[src/rtl/gps_pkg.sv]
// gps_pkg: shared constants, types and helpers for the GPS code generator.
//   - C/A and P sequence lengths, SV range limit and default PY keystream word
//   - FSM state type and the C/A phase-select tap pair type
//   - P-code LFSR tap masks and initial states; bit k-1 is stage k and the
//     output stage (stage 12) is bit 11
//   - ca_taps(): PRN -> G2 phase-select pair lookup
//   - lfsr12_step(): one shift of a 12-stage Fibonacci LFSR
package gps_pkg;

   localparam int CA_LEN = 13;
   localparam int P_LEN  = 128;
   localparam int MAX_SV = 37;

   localparam logic [127:0] PY_KEY_DEFAULT = 128'h3C4FCF098815F7ABA6D2AE2816157E2B;

   // Feedback masks: a set bit k-1 means term x^k is in the polynomial.
   localparam logic [11:0] X1A_TAPS = 12'hCA0;  // x^6, x^8, x^11, x^12
   localparam logic [11:0] X1B_TAPS = 12'hF93;  // x, x^2, x^5, x^8..x^12
   localparam logic [11:0] X2A_TAPS = 12'hFDD;  // x, x^3..x^5, x^7..x^12
   localparam logic [11:0] X2B_TAPS = 12'h98E;  // x^2..x^4, x^8, x^9, x^12

   localparam logic [11:0] X1A_INIT = 12'b001001001000;
   localparam logic [11:0] X1B_INIT = 12'b010101010100;
   localparam logic [11:0] X2A_INIT = 12'b100100100101;
   localparam logic [11:0] X2B_INIT = 12'b010101010100;

   typedef enum logic [1:0] {
      ST_IDLE,
      ST_RUN,
      ST_DONE
   } state_t;

   typedef struct packed {
      logic [3:0] a;
      logic [3:0] b;
   } ca_taps_t;

   // G2 phase-select pair for each PRN; out-of-range PRNs map to PRN 1.
   function automatic ca_taps_t ca_taps(input logic [5:0] prn);
      ca_taps_t t;
      case (prn)
         6'd1:    t = {4'd2, 4'd6};
         6'd2:    t = {4'd3, 4'd7};
         6'd3:    t = {4'd4, 4'd8};
         6'd4:    t = {4'd5, 4'd9};
         6'd5:    t = {4'd1, 4'd9};
         6'd6:    t = {4'd2, 4'd10};
         6'd7:    t = {4'd1, 4'd8};
         6'd8:    t = {4'd2, 4'd9};
         6'd9:    t = {4'd3, 4'd10};
         6'd10:   t = {4'd2, 4'd3};
         6'd11:   t = {4'd3, 4'd4};
         6'd12:   t = {4'd5, 4'd6};
         6'd13:   t = {4'd6, 4'd7};
         6'd14:   t = {4'd7, 4'd8};
         6'd15:   t = {4'd8, 4'd9};
         6'd16:   t = {4'd9, 4'd10};
         6'd17:   t = {4'd1, 4'd4};
         6'd18:   t = {4'd2, 4'd5};
         6'd19:   t = {4'd3, 4'd6};
         6'd20:   t = {4'd4, 4'd7};
         6'd21:   t = {4'd5, 4'd8};
         6'd22:   t = {4'd6, 4'd9};
         6'd23:   t = {4'd1, 4'd3};
         6'd24:   t = {4'd4, 4'd6};
         6'd25:   t = {4'd5, 4'd7};
         6'd26:   t = {4'd6, 4'd8};
         6'd27:   t = {4'd7, 4'd9};
         6'd28:   t = {4'd8, 4'd10};
         6'd29:   t = {4'd1, 4'd6};
         6'd30:   t = {4'd2, 4'd7};
         6'd31:   t = {4'd3, 4'd8};
         6'd32:   t = {4'd4, 4'd9};
         6'd33:   t = {4'd5, 4'd10};
         6'd34:   t = {4'd4, 4'd10};
         6'd35:   t = {4'd1, 4'd7};
         6'd36:   t = {4'd2, 4'd8};
         6'd37:   t = {4'd4, 4'd10};
         default: t = {4'd2, 4'd6};
      endcase
      return t;
   endfunction

   function automatic logic [11:0] lfsr12_step(input logic [11:0] r, input logic [11:0] taps);
      return {r[10:0], ^(r & taps)};
   endfunction

endpackage

[src/rtl/gps_ca_gen.sv]
// gps_ca_gen: C/A Gold-code chip generator (G1 = 1+x^3+x^10,
// G2 = 1+x^2+x^3+x^6+x^8+x^9+x^10), stages numbered 1..10.
//   clk, rst_n    : clock, asynchronous active-low reset
//   init          : reload both registers with all ones
//   en            : advance both registers by one chip
//   tap_a, tap_b  : G2 phase-select stages (1..10)
//   chip          : current chip, G1[10] ^ G2[a] ^ G2[b]; consumed on en
module gps_ca_gen
   import gps_pkg::*;
(
   input  logic       clk,
   input  logic       rst_n,
   input  logic       init,
   input  logic       en,
   input  logic [3:0] tap_a,
   input  logic [3:0] tap_b,
   output logic       chip
);

   logic [10:1] g1;
   logic [10:1] g2;

   assign chip = g1[10] ^ g2[tap_a] ^ g2[tap_b];

   // NOTE: state registers use non-blocking assignments so every register
   // samples the pre-edge values of its neighbours, as real flops do.
   always_ff @(posedge clk or negedge rst_n) begin
      if (!rst_n) begin
         g1 <= '1;
         g2 <= '1;
      end else if (init) begin
         g1 <= '1;
         g2 <= '1;
      end else if (en) begin
         g1 <= {g1[9:1], g1[3] ^ g1[10]};
         g2 <= {g2[9:1], g2[2] ^ g2[3] ^ g2[6] ^ g2[8] ^ g2[9] ^ g2[10]};
      end
   end

endmodule

[src/rtl/gps_code_gen.sv]
// gps_code_gen: one round of GPS ranging code per rising edge of start.
//   clk, rst_n     : clock, asynchronous active-low reset
//   sv_num         : SV/PRN select 1..37 (others act as 1), sampled at start
//   start          : rising edge begins a round when idle
//   ca_code        : first 13 C/A chips, first chip in bit 12
//   p_code         : 128 P chips, first chip in bit 127
//   py_code        : p_code ^ KEY, registered when the round completes
//   py_code_valid  : high while py_code holds a completed round
// Timeline: E0 detects start, chips shift on E1..E128, py_code at E129.
module gps_code_gen
   import gps_pkg::*;
#(
   parameter logic [127:0] KEY = PY_KEY_DEFAULT
) (
   input  logic         clk,
   input  logic         rst_n,
   input  logic [5:0]   sv_num,
   input  logic         start,
   output logic [12:0]  ca_code,
   output logic [127:0] p_code,
   output logic [127:0] py_code,
   output logic         py_code_valid
);

   state_t      state, state_nxt;
   logic        start_d;
   logic [7:0]  chip_cnt;
   logic [5:0]  sv_sel;
   logic [5:0]  dly_idx;
   ca_taps_t    taps;
   logic        round_start;
   logic        ca_step;
   logic        ca_chip;
   logic        x1, x2;
   logic [11:0] x1a, x1b, x2a, x2b;
   logic [36:0] x2_hist;  // bit 0 = most recent X2 chip

   assign round_start = (state == ST_IDLE) && start && !start_d;
   assign ca_step     = (state == ST_RUN) && (chip_cnt < 8'(CA_LEN));
   assign taps        = ca_taps(sv_sel);
   assign x1          = x1a[11] ^ x1b[11];
   assign x2          = x2a[11] ^ x2b[11];
   // X2 delayed by sv_sel chips sits sv_sel-1 places down the history.
   assign dly_idx     = sv_sel - 6'd1;

   gps_ca_gen u_ca_gen (
      .clk   (clk),
      .rst_n (rst_n),
      .init  (round_start),
      .en    (ca_step),
      .tap_a (taps.a),
      .tap_b (taps.b),
      .chip  (ca_chip)
   );

   always_ff @(posedge clk or negedge rst_n) begin
      if (!rst_n) state <= ST_IDLE;
      else        state <= state_nxt;
   end

   // NOTE: state_nxt gets a default before the case so no path leaves it
   // unassigned, which would otherwise infer a latch.
   always_comb begin
      state_nxt = state;
      case (state)
         ST_IDLE: if (round_start) state_nxt = ST_RUN;
         ST_RUN:  if (chip_cnt == 8'(P_LEN - 1)) state_nxt = ST_DONE;
         ST_DONE: state_nxt = ST_IDLE;
         default: state_nxt = ST_IDLE;
      endcase
   end

   // NOTE: x2_hist is a plain shift register, so it is reset with everything
   // else; it must read as zero until filled anyway.
   always_ff @(posedge clk or negedge rst_n) begin
      if (!rst_n) begin
         start_d       <= 1'b0;
         chip_cnt      <= '0;
         sv_sel        <= 6'd1;
         x1a           <= X1A_INIT;
         x1b           <= X1B_INIT;
         x2a           <= X2A_INIT;
         x2b           <= X2B_INIT;
         x2_hist       <= '0;
         ca_code       <= '0;
         p_code        <= '0;
         py_code       <= '0;
         py_code_valid <= 1'b0;
      end else begin
         start_d <= start;
         if (round_start) begin
            sv_sel        <= (sv_num == 6'd0 || sv_num > 6'(MAX_SV)) ? 6'd1 : sv_num;
            chip_cnt      <= '0;
            x1a           <= X1A_INIT;
            x1b           <= X1B_INIT;
            x2a           <= X2A_INIT;
            x2b           <= X2B_INIT;
            x2_hist       <= '0;
            ca_code       <= '0;
            p_code        <= '0;
            py_code_valid <= 1'b0;
         end else if (state == ST_RUN) begin
            chip_cnt <= chip_cnt + 8'd1;
            x1a      <= lfsr12_step(x1a, X1A_TAPS);
            x1b      <= lfsr12_step(x1b, X1B_TAPS);
            x2a      <= lfsr12_step(x2a, X2A_TAPS);
            x2b      <= lfsr12_step(x2b, X2B_TAPS);
            x2_hist  <= {x2_hist[35:0], x2};
            p_code   <= {p_code[126:0], x1 ^ x2_hist[dly_idx]};
            if (ca_step) ca_code <= {ca_code[11:0], ca_chip};
         end else if (state == ST_DONE) begin
            py_code       <= p_code ^ KEY;
            py_code_valid <= 1'b1;
         end
      end
   end

endmodule

[config.mk]
export PLATFORM = sky130hd
export DESIGN_NAME = gps_code_gen
export DESIGN_NICKNAME = d
export VERILOG_FILES = /design/src/rtl/gps_pkg.sv /design/src/rtl/gps_ca_gen.sv /design/src/rtl/gps_code_gen.sv
export SDC_FILE = /design/constraint.sdc
export NUM_CORES = 1
export LEC_CHECK = 0
export ABC_AREA = 1
export CORE_MARGIN = 2
export CORE_UTILIZATION = 50
export CTS_BUF_LIST = sky130_fd_sc_hd__clkbuf_8
export DETAILED_ROUTE_END_ITERATION = 8
export DONT_BUFFER_PORTS = 1
export PLACE_DENSITY = 0.71
export SYNTH_ARGS = -nofsm -noshare
export SYNTH_HDL_FRONTEND = slang
export SYNTH_SLANG_ARGS = --single-unit
[constraint.sdc]
create_clock -name clk -period 3.2 [get_ports clk]
set_input_delay 0.64 -clock clk [delete_from_list [all_inputs] [get_ports clk]]
set_output_delay 0.64 -clock clk [all_outputs]
set_load 0.005 [all_outputs]
## Word-level counts from Yosys, hierarchy flattened

Memory sizes are Yosys's and may differ from the RTL's.
Index checks and enable logic that the tools add are counted.

| storage, ports and cells | value |
|---|---|
| flip-flop bits (word level) | 392 |
| memory bits (read-only) | 512 |
| input port bits | 9 |
| output and inout port bits | 270 |
| word-level logic and storage cells | 95 |
| memories | 1 |

| operators by class | value |
|---|---|
| add/sub/neg operators | 2 |
| $lt $le $gt $ge | 5 |
| equality and inequality tests | 6 |
| multiplexer cells | 34 |
| bitwise logic cells | 14 |
| reductions and logical operators | 18 |

Memory list:

| name | words | width | rd ports | clocked after Yosys merged registers in | wr ports | RTL line | text |
|---|---|---|---|---|---|---|---|
| (no name shown) | 64 | 8 | 1 | 0 | 0 | gps_pkg.sv:41 | `case (prn)` |

Operator list:

| kind | count |
|---|---|
| 128-bit two-way mux | 2 |
| 12-bit two-way mux | 8 |
| 37-bit two-way mux | 2 |
| 65-bit inverter | 1 |
| 12-bit parity | 4 |
| 10-bit two-way mux | 4 |
| 13-bit two-way mux | 3 |
| 8-bit two-way mux | 2 |
| 1-bit XOR | 11 |
| 4-bit by 5-bit < comparator with 1-bit output, second input constant | 2 |
| 8-bit by 1-bit adder with 8-bit output, second input constant | 1 |
| 1-bit binary-select mux with 4-bit select | 2 |
| 8-bit by 7-bit equality test with 1-bit output, second input constant | 1 |
| 8-bit by 4-bit < comparator with 1-bit output, second input constant | 1 |
| 6-bit by 7-bit < comparator with 1-bit output, second input constant | 1 |
| 1-bit binary-select mux with 6-bit select | 1 |
| 6-bit greater-than comparator, second input constant | 1 |
| 6-bit zero test | 1 |
| 1-bit two-way mux | 6 |
| 6-bit two-way mux | 1 |
| 2-bit != test, second input constant | 3 |
| 2-bit AND reduction | 3 |
| 2-bit nonzero test | 3 |
| 6-bit by 1-bit subtractor with 6-bit output, second input constant | 1 |
| 10 further kinds | 14 |

## Logic depth before layout (Yosys ltp)

An unclocked memory read counts as a cell.

| logic depth | value |
|---|---|
| depth in word-level cells | 8 |
| gate-level depth with buffers | 19 |

## Cells and area by module

From an unflattened synthesis, not the netlist that was laid out.

| second synthesis, totals | value |
|---|---|
| cell total of the unflattened synthesis | 1613 |
| area, all modules | 15816.4 µm² |

By module, submodules not included:

| module | instances | cells each | area each (µm²) |
|---|---|---|---|
| gps_code_gen | 1 | 1479 | 14709.1 |
| gps_ca_gen | 1 | 134 | 1107.3 |

## Worst setup path before layout

No wires, ideal clock.

| timing path | value |
|---|---|
| path kind | register to register |
| start point | register sv_sel[0] |
| end point | register ca_code[0] |
| arrival | 2376 ps |
| path slack | 707 ps |
| stages on the path, launching flop included | 17 |
| cell sequence | dfstp_2 inv_1 clkbuf_1 ha_1 buf_2 inv_1 nand2_1 o21ai_2 nand2_4 nand2_1 nand3_1 nand3_1 nand3_1 nand2_1 nand3_1 nand3_1 nand2_1 |

| between the ends | value |
|---|---|
| longest elaborated chain between the ends | 8 |
| elaborated cells on any way between the ends | 10 |
| classes of those cells | 7 x mux; 2 x bitwise; 1 x memory |

Ends and longest elaborated chain:

| item | RTL line | text |
|---|---|---|
| start: declaration | gps_code_gen.sv:28 | `logic [5:0] sv_sel;` |
| start signal: assignment | gps_code_gen.sv:92 | `sv_sel <= (sv_num == 6'd0 \|\| sv_num > 6'(MAX_SV)) ? 6'd1 : sv_num;` |
| memory read 64 x 8 bit * | - |  |
| 1-bit binary-select mux with 4-bit select | gps_ca_gen.sv:23 | `assign chip = g1[10] ^ g2[tap_a] ^ g2[tap_b];` |
| 1-bit two-way mux (implied by the code) | gps_ca_gen.sv:23 |  |
| 1-bit XOR | gps_ca_gen.sv:23 |  |
| 1-bit XOR * | gps_ca_gen.sv:23 |  |
| 13-bit two-way mux * | gps_code_gen.sv:110 | `if (ca_step) ca_code <= {ca_code[11:0], ca_chip};` |
| 13-bit two-way mux * | gps_code_gen.sv:102 | `end else if (state == ST_RUN) begin` |
| 13-bit two-way mux * | gps_code_gen.sv:91 | `if (round_start) begin` |
| end signal: assignment | gps_code_gen.sv:110 |  |
| end: declaration | gps_code_gen.sv:19 | `output logic [12:0] ca_code,` |

Mark *: on every way between the ends. The rest lies on a longest branch, timed or not. The select of a mux whose other input is x is not followed.
A chain may end at the register's enable or synchronous reset.

## Worst setup path in the final report

Same ends and word-level chain as after synthesis.

==> impl_metrics.csv <==
group,metric,value,unit
detailed_routing,final_antenna_net_count,0,
floorplanning,die-area,33500,sq um
floorplanning,core,31600,sq um
timing,worst_pin_slew,1.17,ns
worst_setup_path,path_max_fanout,17,
place,portBuffers,0,
timing,rsz0062_at_grt,"no",
clocking,cts_resized,0,
worst_setup_path,arrival,3.10,ns
floorplanning,ios,279,
worst_setup_path,cp_data_required_time,3.68,ns
timing,report.final.slew_viol_count,0,
outcome,status,"finished, violations left",
clocking,cts_setup_buffers,0,
synth,synth_top_area_share,0.551,
power_and_ir_drop,p_leak,8.43,nW
power_and_ir_drop,irDropWorstVdd,0.578,mV
timing,fmax,380,MHz
worst_setup_path,setup.worst_path.end_class,"flop",
clocking,root_buffer,"clkbuf_8",
worst_setup_path,r2r_end,"ca_code[0]$_DFFE_PN0P_",
worst_setup_path,rr_startpoint,"sv_sel[0]$_DFFE_PN1P_",
synth,yosysTopAreaCell,"dfrtp_1",
worst_setup_path,crit_type,"flop to flop",
floorplanning,rows,65,
grt,grt_pass1_wl,59.0,mm
outcome,failed_checks,"hold timing",
place,hpwlAfterDp,23.8,mm
detailed_routing,firstDrtPassIters,5,
grt,antenna_found_initial,0,
place,dp.cells,1958,
detailed_routing,drc,0,
worst_setup_path,reg2reg_slack,0.57,ns
synth,yosysUniqueCellTypes,46,
synth,ys_warn_count,0,
timing,final-hold-violation-count,227,
timing,period_needed,2.63,ns
timing,clock_skew,0.0426,ns
final_layout,final_layout_size_suffix_gt1_frac,0.111,
clocking,clk_latency,0.60,ns
synth,yosysMostFrequentCell,"dfrtp_1",
final_layout,nets,1645,
synth,synthesis.nets,1658,
detailed_routing,vias,11500,
power_and_ir_drop,powerDensity,1040,nW/um^2
timing,fin_crit_sh,0.821,
synth,synth_flop_cell,"dfrtp_1",
synth,synthTopCellsByCount,"dfrtp_1 (353), inv_1 (271), nand2_1 (240)",
place,gp_congestion,0.877,
min_path,hold_path_class,"input port to asynchronous set/reset pin",
final_layout,nFillCells,2817,
clocking,clk_path_buf_depth,3,
timing,fin_setup_tns,0,ns
grt,track_usage,0.218,
clocking,cts_tree,"done",
detailed_routing,vias_per_cell,5.53,
grt,grt-ovfl-total,0,
flow_run,max-cap-violations,0,
grt,grt_pass1_vias,10900,
synth,synth_edf_count,0,
worst_setup_path,cp-startpoint,"sv_sel[0]$_DFFE_PN1P_",
synth,synth_area,16000,sq um
synth,syn_area_per_cell,9.78,sq um
grt,grt_max_degree,393,
final_layout,diodes,0,
floorplanning,die_width,183,um
synth,synthTopCellsByArea,"dfrtp_1 (55%), o22ai_1 (7.8%), dfstp_2 (6.4%)",
clocking,htree_num_levels,3,
timing,setup-violations-final,0,
detailed_routing,wire_per_inst,18.0,um
clocking,cts_sinks,392,
floorplanning,start_util,0.508,
synth,ys_ff_latch,392,
worst_setup_path,critPathCapture,"ca_code[0]$_DFFE_PN0P_",
final_layout,syn_to_final_growth,10.5,%
floorplanning,dieHeight,183,um
clocking,cts_buffers,67,
synth,synthCells,1638,
synth,ys_seq_area_frac,0.615,
worst_setup_path,critPathLaunchType,"flop",
worst_setup_path,r2r_cells,14,
timing,relSlewSlack,0.219,
detailed_routing,drt-total-wl,37.3,mm
synth,async_flop_share,1.00,
timing,holdWs,-0.239,ns
detailed_routing,drt-initial-drc-count,880,
clocking,path_clk_slew,0.06,ns
final_layout,final_cell_count_no_fill,2078,
## critical path, stage by stage, from the launching register on
cell and delay (ns):
dfstp_2 0.52, inv_1 0.21, ha_1 0.43, inv_1 0.19, nand2_1 0.12, o21ai_2 0.32
nand2_4 0.11, nand2_1 0.07, nand3_1 0.06, nand3_1 0.09, nand3_1 0.06, nand2_1 0.11
nand3_1 0.09, nand3_1 0.08, nand2_1 0.05
## power by group
part	total (mW)	internal (mW)	switching, mW	leakage [nW]
registers	8.22	6.73	1.49	5.14
clock network	4.72	2.63	2.08	0.827
logic	5.49	2.17	3.33	2.47
total	18.4	11.5	6.90	8.43
## final cells by class
class / count / area (sq um) / share of cell area
well taps: 402 / 503 / 0.0284
clock inverters: 40 / 330 / 0.0186
flip-flops and latches: 392 / 9860 / 0.557
repair buffers: 12 / 153 / 0.00862
inverters: 282 / 1070 / 0.0606
clock buffers: 80 / 1100 / 0.0622
multi-input cells: 870 / 4700 / 0.265
## state kept, by name, summed over array words and instances (netlist names)
register,count
py_code,128
x2a,12
p_code,128
chip_cnt,8
sv_sel,6
u_ca_gen.g1,10
start_d,1
ca_code,13
x2b,12
x1b,12
x1a,12
u_ca_gen.g2,10
x2_hist,37
py_code_valid,1
state,2
## metrics by stage
stage               total power, mW  instance area (sq um)  hold slack, ns  utilization  setup WS, ns
finish                         18.4                  17700          -0.239        0.561         0.572
floorplan                      12.2                  16000           0.344            -         0.707
detailed placement             13.8                  16300           0.352        0.516         0.557
global placement               13.6                  16300           0.352        0.516         0.561
global route                   19.7                  17700          -0.285        0.561         0.384
CTS                            18.6                  17700          -0.297        0.561         0.574
## layout by cell type, fill, tap and decap left out, types with 3 or more instances in the layout
cell       synthesis  routed
nand3_1           64      64
o211ai_1           5       5
nand2_4            3       4
o21ai_1            6       6
inv_1            271     297
nor2_4             3       3
nor2_1            36      35
dfrtp_1          353     353
buf_4              1       7
nor2_2             2       3
nor3_1             6       6
inv_2              9       7
buf_12             0       5
bufinv_16          0       4
o221ai_1           4       4
clkinv_8           0       4
xor2_1            10      10
o22ai_1          200     200
clkinv_2           0       4
nand2_2            6       6
or2_2              4       4
o21ai_0          182     182
nand2_1          240     239
a21oi_1           29      29
ha_1              11      11
clkbuf_8           0      80
xnor2_1           23      23
a22oi_1           16      16
dfstp_2           39      39
## layer usage
layer | GRT usage | part of all wire | wire, um
met1 | 0.282 | 0.42 | 15600
met5 | 0 | 0 | 0
met2 | 0.345 | 0.47 | 17400
met3 | 0.0689 | 0.088 | 3300
met4 | 0.0851 | 0.030 | 1120
## cell families after synthesis
kind of cell,share of synthesized area
compound gates,0.161
flops,0.615
simple gates,0.104
buf+inv,0.0931
xor+xnor,0.0180
fa+ha+maj,0.00859
## worst min-delay path by stage
stage          start                       end  slack, ns
2_1_floorplan  rst_n    ca_code[0]$_DFFE_PN0P_       0.34
3_3_place_gp   rst_n  py_code[126]$_DFFE_PN0P_       0.35
3_5_place_dp   rst_n  py_code[115]$_DFFE_PN0P_       0.35
4_1_cts        rst_n    p_code[71]$_DFFE_PN0N_      -0.30
5_1_grt        rst_n  py_code[115]$_DFFE_PN0P_      -0.29
6_report       rst_n  py_code[115]$_DFFE_PN0P_      -0.24
(Power assumes the default switching activity.)
